`src/rtl/fetch_queue_pkg.sv`:
```
// Shared types for the instruction fetch path (package defs).
// Instruction is the ROM word; FetchEntry pairs it with the address it came from.
package defs;

    localparam int IMEM_ADDR_W = 8;

    typedef struct packed {
        logic [3:0] opcode;
        logic [3:0] reg_sel;
        logic [7:0] operand;
    } Instruction;

    typedef struct packed {
        Instruction             inst;
        logic [IMEM_ADDR_W-1:0] pc;
    } FetchEntry;

endpackage

```
`src/rtl/fetch_queue_inst_fifo.sv`:
```
// inst_fifo: DEPTH-entry FetchEntry queue with push/pop/flush and an occupancy count.
// Head is read straight from storage at the registered read pointer; a pushed
// entry becomes visible on the following cycle.
module inst_fifo
    import defs::*;
#(
    parameter int DEPTH = 4
) (
    input  logic                   clk,
    input  logic                   rst,
    input  logic                   push,
    input  FetchEntry              wdata,
    input  logic                   pop,
    input  logic                   flush,
    output FetchEntry              head,
    output logic [$clog2(DEPTH):0] count
);

    localparam int PTR_W = $clog2(DEPTH);
    localparam int CNT_W = PTR_W + 1;

    logic [PTR_W-1:0] rd_ptr;
    logic [PTR_W-1:0] wr_ptr;
    FetchEntry        mem [DEPTH];

    // Storage, pointers and occupancy; flush drops everything including a same-cycle pop.
    always_ff @(posedge clk) begin
        if (rst) begin
            rd_ptr <= '0;
            wr_ptr <= '0;
            count  <= '0;
            for (int unsigned i = 0; i < DEPTH; i++) begin
                mem[i] <= '0;
            end
        end else if (flush) begin
            rd_ptr <= '0;
            wr_ptr <= '0;
            count  <= '0;
        end else begin
            if (push) begin
                mem[wr_ptr] <= wdata;
                wr_ptr      <= wr_ptr + PTR_W'(1);
            end
            if (pop) begin
                rd_ptr <= rd_ptr + PTR_W'(1);
            end
            if (push && !pop) begin
                count <= count + CNT_W'(1);
            end else if (!push && pop) begin
                count <= count - CNT_W'(1);
            end
        end
    end

    // Head entry as seen by the consumer.
    always_comb begin
        head = mem[rd_ptr];
    end

endmodule

```
`src/rtl/fetch_queue.sv`:
```
// fetch_queue: instruction prefetch between a 1-cycle registered ROM and the core.
// Issues sequential addresses under credit control, buffers returns with their PC,
// and restarts from redirect_addr on a redirect.
// Optional statistics (stall_cnt, flush_cnt) are built when FETCH_STATS_EN is defined.
module fetch_queue
    import defs::*;
#(
    parameter int DEPTH  = 4,
    parameter int ADDR_W = IMEM_ADDR_W
) (
    input  logic              clk,
    input  logic              rst,
    output logic [ADDR_W-1:0] imem_addr,
    input  Instruction        imem_data,
    output logic              inst_valid,
    output Instruction        inst,
    output logic [ADDR_W-1:0] inst_pc,
    input  logic              inst_ready,
    input  logic              redirect_valid,
    input  logic [ADDR_W-1:0] redirect_addr
`ifdef FETCH_STATS_EN
    ,
    output logic [15:0]       stall_cnt,
    output logic [15:0]       flush_cnt
`endif
);

    localparam int CNT_W = $clog2(DEPTH) + 1;

    logic [ADDR_W-1:0] fetch_pc;
    logic [ADDR_W-1:0] inflight_pc;
    logic              inflight;
    logic [CNT_W-1:0]  count;
    logic [CNT_W:0]    credits;
    logic              issue;
    logic              push;
    logic              pop;
    FetchEntry         wentry;
    FetchEntry         head;

    // Address to the ROM and credit check; a redirect frees all credits immediately.
    always_comb begin
        if (rst) begin
            imem_addr = '0;
        end else if (redirect_valid) begin
            imem_addr = redirect_addr;
        end else begin
            imem_addr = fetch_pc;
        end
        credits = redirect_valid ? '0 : ({1'b0, count} + (CNT_W+1)'(inflight));
        issue   = !rst && (credits < (CNT_W+1)'(DEPTH));
        push    = inflight && !redirect_valid;
        pop     = inst_valid && inst_ready;
        wentry  = '{inst: imem_data, pc: inflight_pc};
    end

    // Fetch PC and single outstanding-read tracking.
    always_ff @(posedge clk) begin
        if (rst) begin
            fetch_pc    <= '0;
            inflight    <= 1'b0;
            inflight_pc <= '0;
        end else if (issue) begin
            fetch_pc    <= imem_addr + ADDR_W'(1);
            inflight    <= 1'b1;
            inflight_pc <= imem_addr;
        end else begin
            inflight <= 1'b0;
            if (redirect_valid) begin
                fetch_pc <= redirect_addr;
            end
        end
    end

    inst_fifo #(
        .DEPTH (DEPTH)
    ) u_fifo (
        .clk   (clk),
        .rst   (rst),
        .push  (push),
        .wdata (wentry),
        .pop   (pop),
        .flush (redirect_valid),
        .head  (head),
        .count (count)
    );

    // Head presentation to the core.
    always_comb begin
        inst_valid = (count != '0);
        inst       = head.inst;
        inst_pc    = head.pc;
    end

`ifdef FETCH_STATS_EN
    // Saturating counts of empty-head cycles and redirects.
    always_ff @(posedge clk) begin
        if (rst) begin
            stall_cnt <= '0;
            flush_cnt <= '0;
        end else begin
            if (!inst_valid && (stall_cnt != '1)) begin
                stall_cnt <= stall_cnt + 16'd1;
            end
            if (redirect_valid && (flush_cnt != '1)) begin
                flush_cnt <= flush_cnt + 16'd1;
            end
        end
    end
`endif

endmodule

```
`config.mk`:
```
export PLATFORM = sky130hd
export DESIGN_NAME = fetch_queue
export DESIGN_NICKNAME = d
export VERILOG_FILES = /design/src/rtl/fetch_queue_pkg.sv /design/src/rtl/fetch_queue_inst_fifo.sv /design/src/rtl/fetch_queue.sv
export SDC_FILE = /design/constraint.sdc
export NUM_CORES = 1
export LEC_CHECK = 0
export BUFFER_PORTS_ARGS = -buffer_cell sky130_fd_sc_hd__buf_2
export CORE_MARGIN = 1
export CORE_UTILIZATION = 62
export DETAILED_ROUTE_END_ITERATION = 12
export PLACE_DENSITY = 0.84
export SYNTH_ARGS = -nofsm -noshare
export SYNTH_HDL_FRONTEND = slang
export SYNTH_HIERARCHICAL = 1
export SYNTH_SLANG_ARGS = --single-unit
```
`constraint.sdc`:
```
create_clock -name clk -period 3.9 [get_ports clk]
set_input_delay 1.17 -clock clk [delete_from_list [all_inputs] [get_ports clk]]
set_output_delay 1.17 -clock clk [all_outputs]
set_load 0.1 [all_outputs]
```
==> results.sh <==
export IMPL_crit_fanout=18
export IMPL_overflow=0
export IMPL_start_util=0.646
export IMPL_power_density_nw_per_um2=541
export IMPL_synth_warning_count=6
export IMPL_hold_viol=0
export IMPL_crit_top_cell="buf_2"
export IMPL_synth_seq_cells=122
export IMPL_h_tree_depth=4
export IMPL_slew_headroom=0.500
export IMPL_clock_latency_ns=0.51
export IMPL_drc_errors=0
export IMPL_final_cell_mix="119 x nor2_1, 96 x edfxtp_1, 60 x buf_2"
export IMPL_gp_congestion=0.736
export IMPL_clkTransAtPathRegs_ns=0.06
export IMPL_cts_tree="built"
export IMPL_first_global_vias=3337
export IMPL_post_drt_wl_per_cell_microns=17.8
export IMPL_antenna_found_initial=0
export IMPL_drive_gt1_frac=0.300
export IMPL_drtAntennaViolNets=0
export IMPL_die_x_microns=94.8
export IMPL_cpPeakStageDelay_ns=0.50
export IMPL_vias=3291
export IMPL_synth_edff_count=96
export IMPL_start_kind="input port"
export IMPL_critical_path_required_ns=2.73
export IMPL_rows=33
export IMPL_synth_area_leader_cell="edfxtp_1"
export IMPL_hold_class="flop to flop"
export IMPL_layout_nets=488
export IMPL_syn_inst=390
export IMPL_synthesis_nets=421
export IMPL_final_cells=575
export IMPL_p_leak_nw=2.38
export IMPL_cts_buffer_depth=2
export IMPL_place_inst=543
export IMPL_maxCapViolCount=0
export IMPL_synth_area_leaders="edfxtp_1 54%, dfxtp_1 9.8%, nor2_1 8.7%"
export IMPL_mostFrequentLayoutCell="nor2_1"
export IMPL_grt_max_degree=30
export IMPL_drv_slew=0
export IMPL_drt_iter0_drc=194
export IMPL_rsz0062_at_grt="no"
export IMPL_period_minus_slack_ns=3.60
export IMPL_cts_buffers=17
export IMPL_cp_top_family="buffers and inverters"
export IMPL_arrival_ns=2.43
export IMPL_power_mw=3.40
export IMPL_crit_type="input port to output pin"
export IMPL_worst_setup_path_end_kind="output pin"
export IMPL_die_h_microns=94.8
export IMPL_ys_types=40
export IMPL_hold_worst_slack_ns=0.482
export IMPL_die_area_sq_um=8980
export IMPL_dp_slack_ns=0.343
export IMPL_period_share=0.924
export IMPL_place_hpwl_mm=5.81
export IMPL_synth_top_flop_cell="edfxtp_1"
export IMPL_cts_sinks=122
export IMPL_core_sq_um=8260
export IMPL_ys_seq_area_frac=0.638
export IMPL_status="completed"
export IMPL_n_antenna_cell=0
export IMPL_synth_top_area_share=0.540
export IMPL_skew_ns=0.00830
export IMPL_cts_hold_buf=0
export IMPL_syn_to_final_growth_pct=17.9
export IMPL_cts_root_buf="clkbuf_8"
export IMPL_synth_area_sq_um=5340
export IMPL_wl_mm=10.2
export IMPL_fin_ws_ns=0.298
export IMPL_io_buffer_count=60
export IMPL_synth_async_reset_ratio=0
export IMPL_clock_fmax_ghz=0.278
export IMPL_synth_area_per_cell_sq_um=13.7
export IMPL_peakVddDrop_v=0.000327
export IMPL_crit_slowest_cell="mux2i_1"
export IMPL_crit_chain="buf_2 > mux2i_1 > nor2_2 > buf_2"
export IMPL_post_cts_setup_buffer_count=0
export IMPL_vias_per_cell=5.72
export IMPL_timing_critical_path_buf_inv=2
export IMPL_grt_usage=0.251
export IMPL_worst_slew_pin_slew_ns=0.749
export IMPL_pin_count=61
export IMPL_postCtsResizedCells=0
export IMPL_drtPass1Iterations=4
export IMPL_grt_pass1_wl_mm=16.1
export IMPL_setup_viol=0
metrics by stage:
step / instance area, sq um / utilization / setup TNS, ns
6_report: 6290 / 0.762 / 0
4_1_cts: 6290 / 0.762 / 0
2_1_floorplan: 5350 / - / -0.432
3_3_place_gp: 5710 / 0.691 / 0
3_5_place_dp: 5710 / 0.691 / 0
5_1_grt: 6290 / 0.762 / 0
cells in the mapped netlist (2+ instances only):
cell type  count
a211oi_1       4
a211oi_2       3
a21oi_1        2
buf_12         2
buf_2         13
buf_6          4
clkbuf_1       6
dfxtp_1       26
edfxtp_1      96
ha_1           2
inv_1          2
mux2_1         4
mux2_2         2
mux2i_1        6
mux2i_2        3
mux4_1         4
mux4_2        20
nand2_1        7
nand2b_1      29
nand3_1        3
nand3b_1       2
nor2_1       124
nor2b_1        3
or3_1          2
xnor2_1        3
xor2_1         4
worst reg2reg max path, delay by kind of cell (launching register included):
kind                     cells  cell delay, ns
AND/OR/NAND/NOR              3            0.90
flip-flops                   1            0.34
AO/OA/AOI/OAI                1            0.13
adder cells (fa/ha/maj)      2            0.54
buffers and inverters        2            0.14
XOR/XNOR                     1            0.16
layer usage:
layer,GRT usage,part of all wire
met1,0.297,0.39
met2,0.432,0.53
met3,0.0717,0.070
met4,0.101,0.012
met5,0,0
where the power goes:
part	leakage (nW)	switching (mW)	internal [mW]	total (mW)
sequential	1.21	0.0208	1.46	1.48
combinational	0.895	0.312	0.0996	0.411
clock	0.272	0.562	0.949	1.51
total	2.38	0.894	2.51	3.40
worst paths after layout:
| path | startpoint | to | slack (ns) | depth (start not counted) |
|---|---|---|---|---|
| setup reg to reg | u_fifo/count[1]$_SDFFE_PP0P_ | u_fifo/count[2]$_SDFFE_PP0P_ | 1.63 | 9 |
| hold reg to reg | inflight_pc[0]$_SDFFE_PP0P_ | inflight_pc[0]$_SDFFE_PP0P_ | 0.48 | 2 |
| hold / removal | inflight_pc[0]$_SDFFE_PP0P_ | inflight_pc[0]$_SDFFE_PP0P_ | 0.48 | 2 |
| setup / recovery | redirect_valid | imem_addr[1] | 0.30 | 4 |
sequential cells by signal, indices dropped and copies added (netlist names), named ones only:
signal and cells:
u_fifo/wr_ptr 2, inflight 1, u_fifo/mem 96, u_fifo/count 3
fetch_pc 8, u_fifo/rd_ptr 2, inflight_pc 8
final cells by class:
cell class              instances  area [sq um]
clock buffers                  19           443
clock inverters                13           143
fillers                       508          1970
repair buffers                 73           398
well taps                     105           131
inverters                       2          7.51
flip-flops and latches        122          3400
multi-input cells             241          1770
cell families (layout without fill, tap and decap cells):
family | after synthesis | in the layout | share of synthesized area
AO/OA/AOI/OAI | 15 | 15 | 0.0223
XOR/XNOR | 7 | 7 | 0.0115
adder cells (fa/ha/maj) | 3 | 3 | 0.00844
buffers and inverters | 27 | 107 | 0.0338
flip-flops | 122 | 122 | 0.638
multiplexers | 39 | 39 | 0.136
AND/OR/NAND/NOR | 177 | 177 | 0.151
Note: power is estimated with default switching activity, not from simulation.
